**src/rtl/vend_controller.sv**
```systemverilog
// Vending controller: collects coins, vends one of four items and pays change one unit per cycle.
// A single shared subtractor serves both the price check and the change countdown.

module vend_sub #(
  parameter int N = 4
) (
  input  logic [N-1:0] a,
  input  logic [N-1:0] b,
  output logic [N-1:0] diff,
  output logic         borrow_out
);
  assign {borrow_out, diff} = {1'b0, a} - {1'b0, b};
endmodule

module vend_controller #(
  parameter int N      = 4,
  parameter int PRICE0 = 3,
  parameter int PRICE1 = 5,
  parameter int PRICE2 = 7,
  parameter int PRICE3 = 12
) (
  input  logic         clk,
  input  logic         rst,
  input  logic         coin_valid,
  input  logic [1:0]   coin_val,
  input  logic         sel_valid,
  input  logic [1:0]   sel,
  input  logic         cancel,
  output logic [N-1:0] credit,
  output logic         dispense,
  output logic [1:0]   dispense_item,
  output logic         change_pulse,
  output logic         coin_rej,
  output logic         insufficient,
  output logic         busy
);

  typedef enum logic [1:0] {
    S_IDLE    = 2'd0,
    S_COLLECT = 2'd1,
    S_VEND    = 2'd2,
    S_CHANGE  = 2'd3
  } state_t;

  localparam logic [N-1:0] PRICE0_C = PRICE0[N-1:0];
  localparam logic [N-1:0] PRICE1_C = PRICE1[N-1:0];
  localparam logic [N-1:0] PRICE2_C = PRICE2[N-1:0];
  localparam logic [N-1:0] PRICE3_C = PRICE3[N-1:0];
  localparam logic [N-1:0] ONE_C    = N'(1'b1);

  state_t       state_q, state_d;
  logic [N-1:0] credit_q, credit_d;
  logic         dispense_q, dispense_d;
  logic [1:0]   dispense_item_q, dispense_item_d;
  logic         change_pulse_q, change_pulse_d;
  logic         coin_rej_q, coin_rej_d;
  logic         insufficient_q, insufficient_d;
  logic         busy_q, busy_d;

  logic [N-1:0] price_sel_s, sub_b_s, diff_s;
  logic         borrow_s;
  logic [N:0]   coin_units_s, coin_sum_s;

  // Price lookup and coin decode
  always_comb begin
    price_sel_s  = PRICE0_C;
    coin_units_s = (N+1)'(1'b0);
    case (sel)
      2'd0:    price_sel_s = PRICE0_C;
      2'd1:    price_sel_s = PRICE1_C;
      2'd2:    price_sel_s = PRICE2_C;
      2'd3:    price_sel_s = PRICE3_C;
      default: price_sel_s = PRICE0_C;
    endcase
    case (coin_val)
      2'b01:   coin_units_s = (N+1)'(3'd1);
      2'b10:   coin_units_s = (N+1)'(3'd2);
      2'b11:   coin_units_s = (N+1)'(3'd5);
      default: coin_units_s = (N+1)'(1'b0);
    endcase
  end

  // During change payout the subtractor counts credit down by one instead
  assign sub_b_s    = (state_q == S_CHANGE) ? ONE_C : price_sel_s;
  assign coin_sum_s = {1'b0, credit_q} + coin_units_s;

  vend_sub #(.N(N)) u_sub (
    .a          (credit_q),
    .b          (sub_b_s),
    .diff       (diff_s),
    .borrow_out (borrow_s)
  );

  // Next-state and registered-output computation
  always_comb begin
    state_d         = state_q;
    credit_d        = credit_q;
    dispense_d      = 1'b0;
    dispense_item_d = 2'b00;
    change_pulse_d  = 1'b0;
    coin_rej_d      = 1'b0;
    insufficient_d  = 1'b0;
    case (state_q)
      S_IDLE, S_COLLECT: begin
        if (cancel) begin
          coin_rej_d = coin_valid;
          if (state_q == S_COLLECT) begin
            state_d = S_CHANGE;
          end else begin
            state_d = state_q;
          end
        end else if (sel_valid) begin
          coin_rej_d = coin_valid;
          if (!borrow_s) begin
            state_d         = S_VEND;
            dispense_d      = 1'b1;
            dispense_item_d = sel;
            credit_d        = diff_s;
          end else begin
            insufficient_d = 1'b1;
          end
        end else if (coin_valid) begin
          // Coins that would overflow the credit register are handed back
          if ((coin_val == 2'b00) || coin_sum_s[N]) begin
            coin_rej_d = 1'b1;
          end else begin
            credit_d = coin_sum_s[N-1:0];
            state_d  = S_COLLECT;
          end
        end else begin
          state_d = state_q;
        end
      end
      S_VEND: begin
        coin_rej_d = coin_valid;
        if (credit_q != {N{1'b0}}) begin
          state_d = S_CHANGE;
        end else begin
          state_d = S_IDLE;
        end
      end
      S_CHANGE: begin
        coin_rej_d     = coin_valid;
        change_pulse_d = 1'b1;
        credit_d       = diff_s;
        if (diff_s == {N{1'b0}}) begin
          state_d = S_IDLE;
        end else begin
          state_d = S_CHANGE;
        end
      end
      default: state_d = S_IDLE;
    endcase
    busy_d = (state_d == S_VEND) || (state_d == S_CHANGE);
  end

  // State and output registers
  always_ff @(posedge clk) begin
    if (rst) begin
      state_q         <= S_IDLE;
      credit_q        <= {N{1'b0}};
      dispense_q      <= 1'b0;
      dispense_item_q <= 2'b00;
      change_pulse_q  <= 1'b0;
      coin_rej_q      <= 1'b0;
      insufficient_q  <= 1'b0;
      busy_q          <= 1'b0;
    end else begin
      state_q         <= state_d;
      credit_q        <= credit_d;
      dispense_q      <= dispense_d;
      dispense_item_q <= dispense_item_d;
      change_pulse_q  <= change_pulse_d;
      coin_rej_q      <= coin_rej_d;
      insufficient_q  <= insufficient_d;
      busy_q          <= busy_d;
    end
  end

  assign credit        = credit_q;
  assign dispense      = dispense_q;
  assign dispense_item = dispense_item_q;
  assign change_pulse  = change_pulse_q;
  assign coin_rej      = coin_rej_q;
  assign insufficient  = insufficient_q;
  assign busy          = busy_q;

endmodule

```
**config.mk**
```make
export PLATFORM = sky130hd
export DESIGN_NAME = vend_controller
export DESIGN_NICKNAME = d
export VERILOG_FILES = /design/src/rtl/vend_controller.sv
export SDC_FILE = /design/constraint.sdc
export NUM_CORES = 1
export LEC_CHECK = 0
export ABC_AREA = 1
export CORE_UTILIZATION = 30
export DETAILED_ROUTE_END_ITERATION = 7
export MAX_ROUTING_LAYER = met4
export PLACE_DENSITY = 0.65
export SKIP_CTS_REPAIR_TIMING = 1
export SLEW_MARGIN = 25
export SYNTH_ARGS = -nofsm -noshare
export SYNTH_HDL_FRONTEND = slang
export SYNTH_SLANG_ARGS = --single-unit
```
**constraint.sdc**
```tcl
create_clock -name clk -period 1.8 [get_ports clk]
set_clock_uncertainty 0.1 [all_clocks]
set_input_delay 0.27 -clock clk [delete_from_list [all_inputs] [get_ports clk]]
set_output_delay 0.27 -clock clk [all_outputs]
set_load 0.1 [all_outputs]
```
### After elaboration in Yosys (flattened, before gate mapping)

Index checks and enable logic that the tools add are counted.

| storage, ports and cells | value |
|---|---|
| register bits after elaboration | 13 |
| bits of input ports | 9 |
| output and inout bits | 11 |
| word-level logic and storage cells | 66 |

| cells by class | value |
|---|---|
| $add $sub $neg | 2 |
| eq/ne operators | 15 |
| mux-type cells | 26 |
| bitwise gates (word level) | 2 |
| reduce and logical (&&, ||, !) cells | 13 |

Operator list:

| kind | number |
|---|---|
| two-way mux 4 bit | 6 |
| equality test 2 bit (second input constant) | 8 |
| two-way mux 2 bit | 8 |
| case mux 4 bit (4 select lines) | 1 |
| inequality test 3 bit (second input constant) | 3 |
| case mux 3 bit (3 select lines) | 1 |
| case mux 4 bit (2 select lines) | 1 |
| two-way mux 1 bit | 7 |
| equality test 2 x 1 -> 1 bit (second input constant) | 3 |
| logical NOT 2 bit | 3 |
| case mux 2 bit (3 select lines) | 1 |
| adder 4 x 5 -> 5 bit | 1 |
| AND reduction 5 bit | 1 |
| OR reduction 5 bit | 1 |
| subtractor 4 x 4 -> 5 bit | 1 |
| logical NOT 4 bit | 1 |
| nonzero test 4 bit | 1 |
| OR reduction 2 bit | 2 |
| OR reduction 4 bit | 1 |
| logical OR 1 bit | 2 |
| inequality test 2 bit (second input constant) | 1 |
| NOT 1 bit | 2 |
| case mux 1 bit (2 select lines) | 1 |
| nonzero test 2 bit | 1 |

### Depth between registers and ports, before layout

| logic depth | value |
|---|---|
| depth after elaboration | 11 |
| depth in mapped cells | 13 |
| mapped depth without buffers | 13 |

### By module

From an unflattened synthesis, not the netlist that was laid out.

| unflattened totals | value |
|---|---|
| cell total of the unflattened synthesis | 141 |
| area, all modules | 940.9 µm² |

Modules (own cells, without submodules):

| module | times used | cells an instance | area each (µm²) | seq. area each (µm²) |
|---|---|---|---|---|
| vend_controller | 1 | 119 | 797.0 | 240.2 |
| vend_sub | 1 | 22 | 143.9 | 0.0 |

### Worst setup path before layout

OpenSTA, ideal clock, no wires.

| path | value |
|---|---|
| path type | flip-flop to flip-flop |
| start | register with a tool-made name |
| end | register credit_q[3], in the netlist credit[3] |
| library setup time | 0.110 ns |
| arrival time | 2.411 ns |
| data required time | 1.590 ns |
| setup slack | -0.821 ns |
| stages on the path, launching flop included | 13 |
| path buffers | 0 |
| period minus slack after synthesis | 2.621 ns |
| path through | dfxtp_1 -> nand2_4 -> inv_1 -> nor2_1 -> fa_1 -> inv_1 -> nand3_1 -> nand2_2 -> nor3_1 -> nor2_2 -> nand2_1 -> nand2_1 -> nor2_1 |

RTL lines:

| what | RTL line | RTL |
|---|---|---|
| to (signal assigned) | 161 | `credit_q <= {N{1'b0}};` |
| to (signal assigned) | 170 | `credit_q <= credit_d;` |
| to (decl) | 52 | `logic [N-1:0] credit_q, credit_d;` |

==> impl_metrics.env <==
export IMPL_outcome="complete, but fails checks"
export IMPL_violations="DRC, setup timing"
export IMPL_finalCritPeriodShare_pct=105
export IMPL_hp_start="sel[0]"
export IMPL_cts_buffers=3
export IMPL_rrSetupSlack_ns=-0.1
export IMPL_syn_avg_cell_area_um2=6.48
export IMPL_critPathCaptureType="register"
export IMPL_insertion_delay_ns=0.28
export IMPL_yosysSeqAreaShare_pct=26.3
export IMPL_grt_pass1_vias=947
export IMPL_nNetsFinal=205
export IMPL_max_clock_freq_ghz=0.527
export IMPL_place_area_um2=1450
export IMPL_wl_met3_um=154
export IMPL_via_per_inst=4.86
export IMPL_io_buffers=19
export IMPL_dp_cells=211
export IMPL_firstDrtPassIters=8
export IMPL_grt_max_degree=8
export IMPL_grt_pass1_wl_mm=4.01
export IMPL_die_width_um=57.2
export IMPL_drc_errors=2
export IMPL_hpwl_mm=2.02
export IMPL_area_delta_synth_final_pct=76.6
export IMPL_clk_path_buf_depth=2
export IMPL_placeableCoreArea_um2=2830
export IMPL_fin_area_um2=1610
export IMPL_worstPathMaxFanout=4
export IMPL_total_power_mw=1.28
export IMPL_cts_root_buf="clkbuf_4"
export IMPL_cellLeakagePower_nw=0.808
export IMPL_hold_viol=0
export IMPL_cp_data_arrival_time_ns=1.97
export IMPL_wl_mm=2.65
export IMPL_ios=20
export IMPL_n_antenna_cell=0
export IMPL_synth_seq_cells=12
export IMPL_pwr_density_cell_nw_per_um2=795
export IMPL_cts_tree="done"
export IMPL_die_h_um=57.2
export IMPL_wl_met2_mm=1.32
export IMPL_crit_required_ns=1.87
export IMPL_dieArea_um2=3270
export IMPL_hold_class="input pin to register"
export IMPL_slew_violations=0
export IMPL_clk_pin_slew_ns=0.09
export IMPL_cp_common_cell="a21oi_1"
export IMPL_maxCapViolations=0
export IMPL_hold_end="dispense_item[0]"
export IMPL_path_cells="nand2_4, nand3_4, ha_4, fa_2, nand3_2, nor2_1, nand3_1, a21oi_1, a21oi_1"
export IMPL_drive_gt1_share_pct=41.9
export IMPL_vias=1054
export IMPL_crit_slowest_cell="fa_2"
export IMPL_critical_path_top_delay_family="adder cells"
export IMPL_crit_buf_inv=0
export IMPL_synth_cells=141
export IMPL_ir_worst_vdd_mv=0.516
export IMPL_routed_top_layer="met4"
export IMPL_tightest_slew_ns=0.218
export IMPL_cp_start_kind="register"
export IMPL_netlist_area_um2=913
export IMPL_yosys_warnings=0
export IMPL_route_layer_met1_wl_mm=1.14
export IMPL_max_stage_delay_ns=0.54
export IMPL_post_route_min_period_ns=1.90
export IMPL_setup_viol=8
export IMPL_rows=19
export IMPL_gr_total_overflow=0
export IMPL_cts_num_sinks=12
export IMPL_drtIter0Drc=17
export IMPL_start_util_pct=32.3
export IMPL_fin_ws_ns=-0.0961
export IMPL_wl_per_cell_um=12.2
export IMPL_relSlewSlack_pct=85.4
export IMPL_holdPathStages=4
export IMPL_syn_nets=159
export IMPL_ys_types=22
export IMPL_track_usage_pct=16.4
export IMPL_r2r_cells=9
export IMPL_antenna_found_initial=0
export IMPL_ant_nets=0
export IMPL_place_congestion=0.879
export IMPL_worst_setup_path_type="register to register"
export IMPL_stdcell_count=217
export IMPL_ctsHtreeMaxLevel=1
export IMPL_rsz0062_at_grt="yes"
export IMPL_cp_depth=9
## cell families (layout without fill, tap and decap cells)
family | count (synthesis) | count (layout) | share of synthesized area, %
AND/OR/NAND/NOR | 70 | 70 | 34.5
AO/OA/AOI/OAI | 18 | 18 | 10.8
XOR/XNOR | 1 | 1 | 0.959
adder cells (fa/ha/maj) | 9 | 9 | 14.0
buffers and inverters | 30 | 75 | 12.3
multiplexers | 1 | 1 | 1.10
flip-flops | 12 | 12 | 26.3
## layout by cell type, fill, tap and decap left out, types with 5 or more instances in the layout
cell and n:
nand2_1 29, buf_12 11, a21oi_1 7, inv_1 21, nand3_1 12, inv_2 8
dfxtp_1 6, nand2_2 5, clkdlybuf4s50_1 5, buf_4 23, ha_1 6, nor2_1 9
## routing by layer
layer	vias up	GRT usage, %
met1	477	20.1
met4	0	3.48
li1	540	-
met5	-	-
met2	32	27.2
met3	5	4.08
## where the power goes
part	total [mW]	internal, mW	switching (mW)
combinational	0.740	0.306	0.434
sequential	0.321	0.294	0.0272
clock	0.221	0.123	0.0976
total	1.28	0.722	0.559
## synthesized netlist by cell type, drive strengths merged
| cell | n | area share [%] |
|---|---|---|
| fa | 2 | 4.4 |
| inv | 29 | 12 |
| o21ai | 6 | 3.3 |
| dfxtp | 12 | 26 |
| nor3 | 1 | 0.55 |
| mux2i | 1 | 1.1 |
| nand4 | 1 | 0.69 |
| o311a | 1 | 1.1 |
| a21oi | 11 | 6.4 |
| nor2 | 15 | 6.7 |
| nand2 | 36 | 17 |
| clkbuf | 1 | 0.41 |
| xnor2 | 1 | 0.96 |
| nand3 | 17 | 9.9 |
| ha | 7 | 9.6 |
## through the flow
step / TNS [ns] / utilization (%) / hold slack (ns) / setup slack [ns]
floorplan: -1.15 / - / 0.229 / -0.190
global placement: -4.75 / 51.3 / 0.483 / -0.523
detailed placement: -5.10 / 51.3 / 0.500 / -0.561
CTS: -2.18 / 52.5 / 0.511 / -0.307
global route: -1.22 / 57.0 / 0.310 / -0.204
finish: -0.500 / 57.0 / 0.313 / -0.0961
## worst max path at each step
stage	startpoint	end	slack [ns]
3_3_place_gp	sel[1]	credit[2]	-0.52
6_report	register	register	-0.1
3_5_place_dp	sel[1]	credit[2]	-0.56
2_1_floorplan	register	credit[2]	-0.19
5_1_grt	register	register	-0.20
4_1_cts	sel[1]	credit[3]	-0.31
## worst reg2reg max path, stage by stage, from the launching register on
cell and delay, ns:
dfxtp_2 0.35, nand2_4 0.09, nand3_4 0.08, ha_4 0.17
fa_2 0.54, nand3_2 0.06, nor2_1 0.09, nand3_1 0.10
a21oi_1 0.13, a21oi_1 0.08
## layout make-up
cell class              count  area, um^2
flip-flops and latches     12         255
well taps                  31        38.8
fillers                   256        1220
repair buffers             42         480
clock buffers               4        36.3
inverters                  29         109
multi-input cells          99         693
Power figures use the tool's default switching activity.
